[src/rtl/qspi_bus_arbiter_pkg.sv]
// Shared state encoding and idle-pin constants for the QSPI bus arbiter.
// The board top also uses these constants for its pad defaults.
package qspi_bus_arbiter_pkg;

  localparam logic [1:0] ST_IDLE  = 2'd0;
  localparam logic [1:0] ST_OWN0  = 2'd1;
  localparam logic [1:0] ST_OWN1  = 2'd2;
  localparam logic [1:0] ST_GUARD = 2'd3;

  localparam logic       IDLE_SEL  = 1'b1;
  localparam logic       IDLE_SCK  = 1'b0;
  localparam logic [3:0] IDLE_OE   = 4'h0;
  localparam logic [3:0] IDLE_DATA = 4'h0;

  // Winner on contention is whoever did not own the bus last.
  function automatic logic pick_req(
    input logic r0,
    input logic r1,
    input logic last
  );
    return (r0 && r1) ? ~last : (r1 && !r0);
  endfunction

endpackage

[src/rtl/arb_hold_timer.sv]
// Saturating up-counter with a terminal-count flag.
// Serves as both the starvation timer and the guard-gap counter.
module arb_hold_timer #(
  parameter int LIMIT = 255
) (
  input  logic clk,
  input  logic rstn,
  input  logic i_clr,
  input  logic i_inc,
  output logic o_hit
);

  localparam int W = (LIMIT < 1) ? 1 : $clog2(LIMIT + 1);
  localparam logic [W-1:0] LIM = W'(LIMIT);

  logic [W-1:0] r_cnt;

  always_ff @(posedge clk or negedge rstn) begin
    if (!rstn) begin
      r_cnt <= '0;
    end else if (i_clr) begin
      r_cnt <= '0;
    end else if (i_inc && (r_cnt != LIM)) begin
      r_cnt <= r_cnt + 1'b1;
    end
  end

  assign o_hit = (r_cnt == LIM);

endmodule

[src/rtl/qspi_bus_arbiter.sv]
// Two-master QSPI pin arbiter: whole-transaction grants, guard gap,
// round-robin on contention, starvation yield and protocol-error flag.
module qspi_bus_arbiter
  import qspi_bus_arbiter_pkg::*;
#(
  parameter int GUARD_CYCLES = 2,
  parameter int HOLD_LIMIT   = 255
) (
  input  logic       clk,
  input  logic       rstn,
  input  logic       req0,
  input  logic       req1,
  output logic       gnt0,
  output logic       gnt1,
  output logic       yield0,
  output logic       yield1,
  input  logic [3:0] dout_0,
  input  logic [3:0] doe_0,
  input  logic       sck_0,
  input  logic       flash_sel_0,
  input  logic       ram_a_sel_0,
  input  logic       ram_b_sel_0,
  input  logic [3:0] dout_1,
  input  logic [3:0] doe_1,
  input  logic       sck_1,
  input  logic       flash_sel_1,
  input  logic       ram_a_sel_1,
  input  logic       ram_b_sel_1,
  output logic [3:0] spi_data_out,
  output logic [3:0] spi_data_oe,
  output logic       spi_clk_out,
  output logic       spi_flash_select,
  output logic       spi_ram_a_select,
  output logic       spi_ram_b_select,
  output logic       protocol_err
);

  logic [1:0] r_state;
  logic [1:0] w_state_nxt;
  logic       r_last;
  logic       r_perr;
  logic       r_yield;

  logic       w_own0;
  logic       w_own1;
  logic       w_own;
  logic       w_any;
  logic [1:0] w_grant_st;
  logic       w_drop0;
  logic       w_drop1;
  logic       w_sel_low0;
  logic       w_sel_low1;
  logic       w_wait;
  logic       w_hold_hit;
  logic       w_hold_raw;
  logic       w_guard_done;

  assign w_own0     = (r_state == ST_OWN0);
  assign w_own1     = (r_state == ST_OWN1);
  assign w_own      = w_own0 | w_own1;
  assign w_any      = req0 | req1;
  assign w_grant_st = pick_req(req0, req1, r_last) ? ST_OWN1 : ST_OWN0;
  assign w_drop0    = w_own0 & ~req0;
  assign w_drop1    = w_own1 & ~req1;
  assign w_sel_low0 = ~(flash_sel_0 & ram_a_sel_0 & ram_b_sel_0);
  assign w_sel_low1 = ~(flash_sel_1 & ram_a_sel_1 & ram_b_sel_1);
  assign w_wait     = (w_own0 & req1) | (w_own1 & req0);

  always_comb begin
    w_state_nxt = r_state;
    case (r_state)
      ST_IDLE:  if (w_any) w_state_nxt = w_grant_st;
      ST_OWN0:  if (!req0) w_state_nxt = ST_GUARD;
      ST_OWN1:  if (!req1) w_state_nxt = ST_GUARD;
      ST_GUARD: begin
        if (w_guard_done) begin
          w_state_nxt = w_any ? w_grant_st : ST_IDLE;
        end
      end
      default:  w_state_nxt = ST_IDLE;
    endcase
  end

  arb_hold_timer #(
    .LIMIT (HOLD_LIMIT)
  ) u_hold (
    .clk   (clk),
    .rstn  (rstn),
    .i_clr (~w_wait | (w_state_nxt != r_state)),
    .i_inc (w_wait),
    .o_hit (w_hold_raw)
  );

  arb_hold_timer #(
    .LIMIT (GUARD_CYCLES - 1)
  ) u_guard (
    .clk   (clk),
    .rstn  (rstn),
    .i_clr (r_state != ST_GUARD),
    .i_inc (r_state == ST_GUARD),
    .o_hit (w_guard_done)
  );

  assign w_hold_hit = (HOLD_LIMIT != 0) && w_hold_raw;

  always_ff @(posedge clk or negedge rstn) begin
    if (!rstn) begin
      r_state <= ST_IDLE;
      r_last  <= 1'b1;
      r_perr  <= 1'b0;
      r_yield <= 1'b0;
    end else begin
      r_state <= w_state_nxt;
      r_yield <= w_own && (w_state_nxt == r_state) &&
                 (r_yield || w_hold_hit);
      if (w_drop0) r_last <= 1'b0;
      if (w_drop1) r_last <= 1'b1;
      if ((w_drop0 && w_sel_low0) || (w_drop1 && w_sel_low1)) begin
        r_perr <= 1'b1;
      end
    end
  end

  assign gnt0         = w_own0;
  assign gnt1         = w_own1;
  assign yield0       = w_own0 & (r_yield | w_hold_hit);
  assign yield1       = w_own1 & (r_yield | w_hold_hit);
  assign protocol_err = r_perr;

  // Owner pins pass straight through; no pipeline stage on the data path.
  always_comb begin
    spi_data_out     = IDLE_DATA;
    spi_data_oe      = IDLE_OE;
    spi_clk_out      = IDLE_SCK;
    spi_flash_select = IDLE_SEL;
    spi_ram_a_select = IDLE_SEL;
    spi_ram_b_select = IDLE_SEL;
    case (r_state)
      ST_OWN0: begin
        spi_data_out     = dout_0;
        spi_data_oe      = doe_0;
        spi_clk_out      = sck_0;
        spi_flash_select = flash_sel_0;
        spi_ram_a_select = ram_a_sel_0;
        spi_ram_b_select = ram_b_sel_0;
      end
      ST_OWN1: begin
        spi_data_out     = dout_1;
        spi_data_oe      = doe_1;
        spi_clk_out      = sck_1;
        spi_flash_select = flash_sel_1;
        spi_ram_a_select = ram_a_sel_1;
        spi_ram_b_select = ram_b_sel_1;
      end
      default: ;
    endcase
  end

endmodule

[config.mk]
export PLATFORM = sky130hd
export DESIGN_NAME = qspi_bus_arbiter
export DESIGN_NICKNAME = d
export VERILOG_FILES = /design/src/rtl/qspi_bus_arbiter_pkg.sv /design/src/rtl/arb_hold_timer.sv /design/src/rtl/qspi_bus_arbiter.sv
export SDC_FILE = /design/constraint.sdc
export NUM_CORES = 1
export LEC_CHECK = 0
export BUFFER_PORTS_ARGS = -buffer_cell sky130_fd_sc_hd__buf_2
export CELL_PAD_IN_SITES_DETAIL_PLACEMENT = 0
export CELL_PAD_IN_SITES_GLOBAL_PLACEMENT = 1
export CORE_MARGIN = 4
export CORE_UTILIZATION = 37
export DETAILED_ROUTE_END_ITERATION = 8
export GPL_ROUTABILITY_DRIVEN = 0
export PLACE_DENSITY = 0.89
export SLEW_MARGIN = 5
export SYNTH_ARGS = -nofsm -noshare
export SYNTH_HDL_FRONTEND = slang
export SYNTH_SLANG_ARGS = --single-unit
[constraint.sdc]
create_clock -name clk -period 4.1 [get_ports clk]
set_clock_uncertainty 0.2 [all_clocks]
set_input_delay 0.82 -clock clk [delete_from_list [all_inputs] [get_ports clk]]
set_output_delay 0.82 -clock clk [all_outputs]
set_load 0.01 [all_outputs]
==> results.py, run 1 <==
metrics = {
    "run_status": {
        "status": "complete, no violations",
    },
    "global_routing": {
        "grt_max_degree": 19,
        "grt_pass1_vias": 1203,
        "grt_use_total_pct": 16.21,
        "antenna_found_initial": 0,
        "grt_pass1_wl_mm": 5.237,
        "grt_overflow": 0,
    },
    "clock_network": {
        "clock-sinks": 14,
        "cts_resized": 0,
        "clk_pin_slew_ps": 90,
        "cts_root_buf": "clkbuf_4",
        "cts_max_path_buffers": 2,
        "postCtsSetupBuffers": 0,
        "numCtsBuffers": 3,
        "h-tree-depth": 1,
        "postCtsHoldBufs": 0,
        "cts_tree": "done",
        "clk-insertion-delay-late_ps": 280,
    },
    "finish": {
        "drive_gt1_share_pct": 34.13,
        "area_growth_pct": 24.20,
        "finalNonFillerCells": 198,
        "fin_nets": 201,
        "diodes": 0,
    },
    "worst_setup_path": {
        "cp-end-kind": "output pin",
        "worstPathMaxFanout": 18,
        "critical_path.startpoint_type": "flop",
        "crit_required_ps": 3080,
        "crit_arrival_ps": 1940,
        "path_class": "reg2out",
    },
    "synthesis": {
        "synthesis.area_um2": 1101,
        "syn_area_per_cell_um2": 8.739,
        "syn_inst": 126,
        "synth.distinct_cells": 41,
        "synth_warnings": 0,
        "synth-seq-cells": 14,
        "synth_xor_area_share_pct": 2.386,
        "synth_compound_gate_area_share_pct": 24.20,
        "muxShareOfSynthArea_pct": 1.818,
        "async_reset_ff_share_pct": 100.0,
        "synthSimpleGateAreaFrac_pct": 30.34,
        "ys_seq_area_share_pct": 31.93,
        "synth_edf_count": 0,
        "synthAdderAreaFrac_pct": 5.682,
        "synth_fp_nets": 159,
        "synth_top_family_by_area": "simple AND/OR/NAND/NOR gates",
        "ys.flop_type": "dfrtp_1",
    },
    "timing": {
        "hold-worst-slack_ps": 212.7,
        "rsz0062_at_grt": "no",
        "hold_viol_final": 0,
        "worstMarginPinSlew_ps": 615.8,
        "max_freq_mhz": 338.4,
        "slew_headroom_pct": 58.95,
        "min_period_ps": 2955,
        "timing.final.crit_share_pct": 72.08,
        "setup_viol": 0,
        "layout_setup_ws_ps": 1145,
        "fin_setup_tns_ps": 0,
        "drv_slew": 0,
    },
    "drt": {
        "routed_wire_length_per_instance_um": 15.18,
        "dr.first_iter.drc_count": 33,
        "route.vias.total": 1139,
        "ant_nets": 0,
        "drt-total-wl_mm": 3.005,
        "viasPerCell": 5.753,
        "drc": 0,
        "dr.pass1.iters": 4,
    },
    "die": {
        "core.rowCount": 19,
        "core_area_um2": 2805,
        "dieArea_um2": 3913,
        "die_y_um": 62.55,
        "initial_core_util_pct": 39.25,
        "die_width_um": 62.55,
        "num_io_pins": 45,
    },
    "worst_hold_path": {
        "hold_path_class": "in2async",
    },
    "power": {
        "vdd_ir_drop_max_mv": 0.3580,
        "power.density_nw_per_um2": 695.3,
        "power_uw": 950.8,
        "leakagePower_uw": 0.0006238,
    },
    "place": {
        "dp_cells": 194,
        "dp_hpwl_mm": 2.355,
        "place_ws_ps": 1459,
        "portBuffers": 44,
    },
    "job": {
        "max_cap_violations": 0,
    },
}
==> per-stage QoR <==
| step | util, % | area [um^2] |
|---|---|---|
| 6_report | 48.75 | 1368 |
| 5_1_grt | 48.75 | 1368 |
| 4_1_cts | 48.75 | 1368 |
| 3_5_place_dp | 47.46 | 1331 |
| 3_3_place_gp | 47.46 | 1331 |
| 2_1_floorplan | - | 1101 |
==> sequential cells by signal, summed over array words and instances, names as in the netlist <==
signal	flops
r_state	2
r_last	1
u_hold.r_cnt	8
u_guard.o_hit	1
r_yield	1
protocol_err	1
==> synthesized netlist by cell type (2+ instances only) <==
cell      number  area [um^2]
a22oi_1       12        90.09
a31oi_1        4        25.02
and3_1         2        12.51
buf_2          2        10.01
clkbuf_1       5        18.77
dfrtp_1       13        325.3
ha_1           5        62.56
inv_1          3        11.26
mux2i_1        2        20.02
nand2_1       11        41.29
nand2b_1       5        31.28
nand3_1        6        30.03
nor2_1         3        11.26
nor2b_1       11        68.82
nor3_1         3        15.01
nor4_1         8        50.05
o211ai_1       2        15.01
o21ai_0        5        25.02
xnor2_1        2        17.52
==> routing by layer <==
layer	up-vias	global-route usage, %	wire length [um]
met4	0	7.163	50
met2	45	29.16	1433
met3	5	4.137	235
met1	537	17.80	1286
met5	-	0	0
li1	552	-	-
==> where the power goes <==
part | total, uW | internal (uW) | switching [uW]
registers | 207 | 168 | 38.5
clock network | 101 | 54.1 | 47.4
logic | 643 | 260 | 383
==> cell type report <==
| type | count | area, um^2 |
|---|---|---|
| Clock buffer | 4 | 36.28 |
| Fill cell | 277 | 1438 |
| Inverter | 3 | 11.26 |
| Multi-Input combinational cell | 102 | 709.4 |
| Sequential cell | 14 | 351.6 |
| Tap cell | 31 | 38.79 |
| Timing Repair Buffer | 44 | 220.2 |
==> cell families (layout without fill, tap and decap cells) <==
family | Yosys count | after routing
AO/OA/AOI/OAI | 34 | 34
XOR/XNOR | 3 | 3
adder cells (fa/ha/maj) | 5 | 5
buffers and inverters | 10 | 51
flip-flops | 14 | 14
multiplexers | 2 | 2
AND/OR/NAND/NOR | 58 | 58
==> cells in the final DEF (no fill, tap or decap), types with 2 or more instances in the layout <==
| master | synthesis | routed |
|---|---|---|
| a31oi_1 | 4 | 4 |
| nor3_1 | 3 | 3 |
| nor2b_1 | 11 | 11 |
| and3_1 | 2 | 2 |
| mux2i_1 | 2 | 2 |
| nor4_1 | 8 | 8 |
| nand3_1 | 6 | 6 |
| nand2_1 | 11 | 11 |
| clkbuf_4 | 0 | 3 |
| nor2_1 | 3 | 3 |
| buf_2 | 2 | 44 |
| o21ai_0 | 5 | 5 |
| a22oi_1 | 12 | 12 |
| nand2b_1 | 5 | 5 |
| inv_1 | 3 | 3 |
| dfrtp_1 | 13 | 13 |
| ha_1 | 5 | 5 |
| o211ai_1 | 2 | 2 |
| xnor2_1 | 2 | 2 |
==> final timing paths <==
check	from	endpoint	slack, ps	cells after the start
min in group clk	protocol_err	protocol_err	280	1
worst min register to register	protocol_err	protocol_err	280	1
worst max register to register	r_state[1]	u_hold.r_cnt[1]	1530	7
worst min-delay path	rstn	u_hold.r_cnt[3]	210	1
worst max-delay path	r_state[0]	spi_data_out[2]	1140	5
max in group asynchronous	rstn	r_last	3190	1
==> worst max-delay path: stages, from the launching register on <==
cell	delay, ps
dfrtp_1	490
inv_1	130
ha_1	560
a22oi_1	190
nor2b_1	140
buf_2	140
(Power assumes the default switching activity.)
==> run 2: changes to the inputs <==
CORE_UTILIZATION = 31   (was 37)
PLACE_DENSITY = 0.8   (was 0.89)
clock period = 2.6 ns   (was 4.1 ns; I/O delays follow)
==> run 2 against run 1 <==
Global-route usage fell by 2.9 points; register-to-register slack got worse by 1200 ps; largest power group unchanged; utilization fell by 6.3 points; worst setup slack worse by 1000 ps; sequential power up 61%; combinational power grew 66%; clock power is 64% higher; non-clock buffer count rose by 3; total power grew 65%; highest routed layer unchanged; worst hold slack improved by 68 ps; via count increased by 0.97%.
==> results.py, run 2 (synthesized netlist as in run 1, its figures left out) <==
metrics = {
    "die": {
        "die_width_um": 67.60,
        "num_io_pins": 45,
        "core.rowCount": 21,
        "core_area_um2": 3390,
        "die_y_um": 67.60,
        "dieArea_um2": 4569,
        "initial_core_util_pct": 32.48,
    },
    "place": {
        "portBuffers": 44,
        "dp_cells": 211,
        "dp_hpwl_mm": 2.162,
        "placed_cell_area_um2": 1365,
    },
    "timing": {
        "fin_setup_tns_ps": 0,
        "worstMarginPinSlew_ps": 338.7,
        "setup_viol": 0,
        "max_freq_mhz": 404.6,
        "min_period_ps": 2471,
        "drv_slew": 0,
        "slew_headroom_pct": 77.42,
        "hold_viol_final": 0,
        "timing.final.crit_share_pct": 95.05,
    },
    "finish": {
        "layout_commonest_cell": "buf_2",
        "finalNonFillerCells": 216,
        "area_growth_pct": 30.80,
        "diodes": 0,
        "drive_gt1_share_pct": 37.06,
        "top_register": "u_hold.r_cnt",
        "fin_nets": 204,
        "fin_area_um2": 1440,
        "top_regs": "u_hold.r_cnt x8, r_state x2",
        "layout_common_cells": "buf_2, a22oi_1, dfrtp_1, nand2_1, nor2b_1",
        "largest_reg_flops": 8,
    },
    "worst_hold_path": {
        "hold_path_class": "reg2reg",
        "min_to": "protocol_err",
        "whs_path_depth": 1,
        "worstHoldStart": "protocol_err",
    },
    "drt": {
        "viasPerCell": 5.324,
        "dr.pass1.iters": 7,
        "dr.first_iter.drc_count": 63,
        "routed_wire_length_per_instance_um": 13.59,
        "ant_nets": 0,
        "route.vias.total": 1150,
        "drt-total-wl_mm": 2.936,
        "drc": 0,
    },
    "clock_network": {
        "postCtsSetupBuffers": 0,
        "cts_tree": "done",
        "clock-sinks": 14,
        "numCtsBuffers": 3,
        "h-tree-depth": 1,
        "clk-insertion-delay-late_ps": 290,
        "cts_max_path_buffers": 2,
        "clk_pin_slew_ps": 90,
        "cts_root_buf": "clkbuf_4",
    },
    "worst_setup_path": {
        "max_stage_delay_ps": 510,
        "cpLargestDelayFamily": "flip-flops",
        "worst-r2r-cell-count": 7,
        "worstPathMaxFanout": 10,
        "cp.buffers_inverters": 3,
        "crit_arrival_ps": 1750,
        "r2r-start": "r_state[1]",
        "path_cells": "inv_1 > ha_4 > buf_4 > a22oi_1 > nand2_1 > buf_2",
        "cp_slowest_cell": "dfrtp_1",
        "regToRegSetupSlack_ps": 380,
        "critical_path.startpoint_type": "flop",
        "path_class": "reg2out",
        "crit_required_ps": 1880,
        "cp-end-kind": "output pin",
        "r2r-end": "u_hold.r_cnt[3]",
    },
    "global_routing": {
        "antenna_found_initial": 0,
        "grt_pass1_vias": 1137,
        "grt_use_total_pct": 13.36,
        "grt_max_degree": 19,
        "grt_pass1_wl_mm": 4.733,
        "grt_overflow": 0,
    },
    "job": {
        "max_cap_violations": 0,
    },
    "run_status": {
        "status": "complete, no violations",
    },
    "power": {
        "leakagePower_uw": 0.0006360,
        "power.density_nw_per_um2": 1092,
        "power_uw": 1572,
        "vdd_ir_drop_max_mv": 0.5415,
    },
}
run 2: cell count changes in the layout (fill, tap and decap cells not counted):
cell	change
ha_1	-3
buf_4	+2
ha_4	+2
dfrtp_1	-1
dfrtp_2	+1
dlygate4sd3_1	+1
ha_2	+1
run 2: final cells by class:
type,instances,area [um^2]
sequential,14,352.8
inverter,3,11.26
clock buffer,4,36.28
multi-input combinational,102,737.0
fill,354,1949
tap,46,57.56
timing repair buffer,47,245.2
run 2: how the worst max path moves through the flow:
stage,start,end,cells past startpoint
detailed placement,r_state[0],u_hold.r_cnt[7],6
global route,r_state[1],spi_data_oe[2],4
CTS,r_state[1],spi_data_out[3],6
global placement,r_state[0],spi_data_oe[0],5
floorplan,r_state[0],spi_clk_out,6
finish,r_state[1],spi_flash_select,6
run 2: routing by layer:
metal | track usage (%) | vias to the layer above | share of wire, %
met5 | 0 | - | 0
met2 | 23.57 | 46 | 48
li1 | - | 559 | -
met3 | 4.992 | 2 | 7.8
met4 | 2.025 | 0 | 0.14
met1 | 15.55 | 543 | 44
run 2: stage by stage:
stage | utilization [%] | setup WS, ps | hold slack (ps)
detailed placement | 40.27 | 231.0 | 244.7
floorplan | - | 250.8 | 24.41
global route | 42.49 | -36.25 | 327.2
CTS | 41.71 | 39.21 | 281.9
finish | 42.49 | 128.7 | 281.1
global placement | 40.27 | 346.9 | 238.7
run 2: timing repair:
item	in CTS	in global routing
endpoints found under the hold margin	13	0
setup endpoints to repair	12	12
resized for setup	1	5
pin swaps	0	0
cloned	0	0
hold buffers	1	0
run 2: power breakdown:
group	switching (uW)	total (uW)	internal, uW
Combinational	619	1070	454
Clock	80.9	166	85.3
Sequential	65.8	333	267
Total	766	1570	806
==> run 3: changes to the inputs <==
PLACE_DENSITY = 0.77   (was 0.8)
SETUP_SLACK_MARGIN = 0.2   (was not set)
==> run 3 against run 2 <==
Register-to-register slack worse by 70 ps; clock power barely moved; die area unchanged; first-iteration DRC count decreased by 9.5%; sequential share of layout area decreased by 1.9 points; worst hold slack worse by 1.9 ps; non-clock buffer count increased by 10; flip-flop and latch count unchanged; total power is 11% higher; via count grew 3.1%; critical endpoint is now spi_ram_a_select; largest cell class unchanged.
==> results.py, run 3 (synthesized netlist as in run 1, its figures left out) <==
metrics = {
    "timing": {
        "max_freq_mhz": 428.7,
        "rsz0062_at_grt": "yes",
        "fin_setup_tns_ps": 0,
        "slew_headroom_pct": 77.72,
        "hold_viol_final": 0,
        "drv_slew": 0,
        "setup_viol": 0,
        "worstMarginPinSlew_ps": 334.2,
        "min_period_ps": 2333,
        "timing.final.crit_share_pct": 89.72,
    },
    "power": {
        "leakagePower_uw": 0.0006863,
        "power.density_nw_per_um2": 1113,
        "vdd_ir_drop_max_mv": 0.5435,
        "power_uw": 1743,
    },
    "clock_network": {
        "cts_tree": "done",
        "clk_pin_slew_ps": 100,
        "h-tree-depth": 1,
        "numCtsBuffers": 3,
        "clock-sinks": 14,
        "cts_max_path_buffers": 2,
        "clk-insertion-delay-late_ps": 280,
        "cts_root_buf": "clkbuf_4",
    },
    "worst_setup_path": {
        "critical_path.startpoint_type": "flop",
        "worstPathMaxFanout": 10,
        "cp.buffers_inverters": 3,
        "crit_arrival_ps": 1610,
        "max_stage_delay_ps": 450,
        "cpLargestDelayFamily": "flip-flops",
        "path_class": "reg2out",
        "path_cells": "inv_2 > ha_4 > clkbuf_4 > a22oi_1 > nand2_1 > buf_2",
        "crit_required_ps": 1880,
        "regToRegSetupSlack_ps": 310,
        "cp-end-kind": "output pin",
        "cp_slowest_cell": "dfrtp_2",
    },
    "run_status": {
        "status": "complete, no violations",
    },
    "die": {
        "core_area_um2": 3390,
        "die_y_um": 67.60,
        "initial_core_util_pct": 32.48,
        "core.rowCount": 21,
        "dieArea_um2": 4569,
        "num_io_pins": 45,
        "die_width_um": 67.60,
    },
    "finish": {
        "top_register": "u_hold.r_cnt",
        "layout_commonest_cell": "buf_2",
        "final_core_util_pct": 46.18,
        "fin_nets": 214,
        "top_regs": "u_hold.r_cnt x8, r_state x2",
        "area_growth_pct": 42.16,
        "diodes": 0,
        "layout_common_cells": "buf_2, nand2_1, nor2b_1, dfrtp_1, buf_4",
        "largest_reg_flops": 8,
        "drive_gt1_share_pct": 46.67,
    },
    "place": {
        "dp_hpwl_mm": 2.204,
        "portBuffers": 44,
    },
    "drt": {
        "route.vias.total": 1186,
        "routed_wire_length_per_instance_um": 13.66,
        "dr.first_iter.drc_count": 57,
        "drt-total-wl_mm": 3.087,
        "viasPerCell": 5.248,
        "dr.pass1.iters": 4,
        "drc": 0,
        "ant_nets": 0,
    },
    "global_routing": {
        "grt_max_degree": 19,
        "grt_pass1_vias": 1168,
        "grt_pass1_wl_mm": 5.071,
        "grt_use_total_pct": 14.19,
        "antenna_found_initial": 0,
        "grt_overflow": 0,
    },
    "job": {
        "max_cap_violations": 0,
    },
    "worst_hold_path": {
        "hold_path_class": "reg2reg",
    },
}
## run 3: changes by cell type in the layout (fill, tap and decap cells not counted), sizes merged
cell,previous run,this run
buf,46,55
clkbuf,4,5
## run 3: per-stage QoR
stage | cell area [um^2] | setup WS [ps] | cells | hold slack [ps]
after CTS | 1451 | 224.0 | 216 | 286.7
final | 1565 | 267.3 | 226 | 279.2
after global placement | 1365 | 365.8 | 211 | 236.1
after detailed placement | 1365 | 246.5 | 211 | 238.1
after floorplan | 1101 | 250.8 | 126 | 24.41
after global routing | 1565 | 182.7 | 226 | 317.7
## run 3: worst reg2reg max path, stage by stage (launching register included)
cell	delay (ps)
dfrtp_2	450
inv_2	90
ha_4	210
clkbuf_4	190
buf_4	150
a22oi_2	200
a211o_2	180
nand3_2	190
nor4_1	340
## run 3: final timing paths
check,cells after the start,start,endpoint
worst min register to register,1,protocol_err,protocol_err
worst max-delay path,6,r_state[0],spi_ram_a_select
max in group asynchronous,2,rstn,r_last
min in group asynchronous,2,rstn,u_hold.r_cnt[6]
worst min-delay path,1,protocol_err,protocol_err
worst max register to register,8,r_state[0],u_hold.r_cnt[4]
## run 3: area by class of cell
class,instances,area (um^2)
clock buffers,4,36.28
inverters,3,11.26
well taps,46,57.56
multi-input cells,102,782.0
flip-flops and latches,14,354.1
repair buffers,57,324.1
fillers,326,1824
## run 3: report_power, final
group          internal, uW  total, uW  switching [uW]  leakage, uW
Clock                  85.2        166            80.5    0.0000210
Sequential              269        321            52.0     0.000179
Combinational           575       1260             681     0.000486
## run 3: repair_timing
action	4_1_cts	5_1_grt
pin swaps	0	3
hold buffers	1	0
endpoints found under the setup margin	14	13
gates resized for setup	9	10
hold endpoints to repair	13	0
buffers inserted	0	10
## run 3: layer usage
layer	part of all wire [%]	vias to the layer above	GRT usage, %
li1	-	576	-
met1	43	555	17.35
met2	50	49	24.79
met3	5.8	6	3.827
met4	1.4	0	2.785
met5	0	-	0
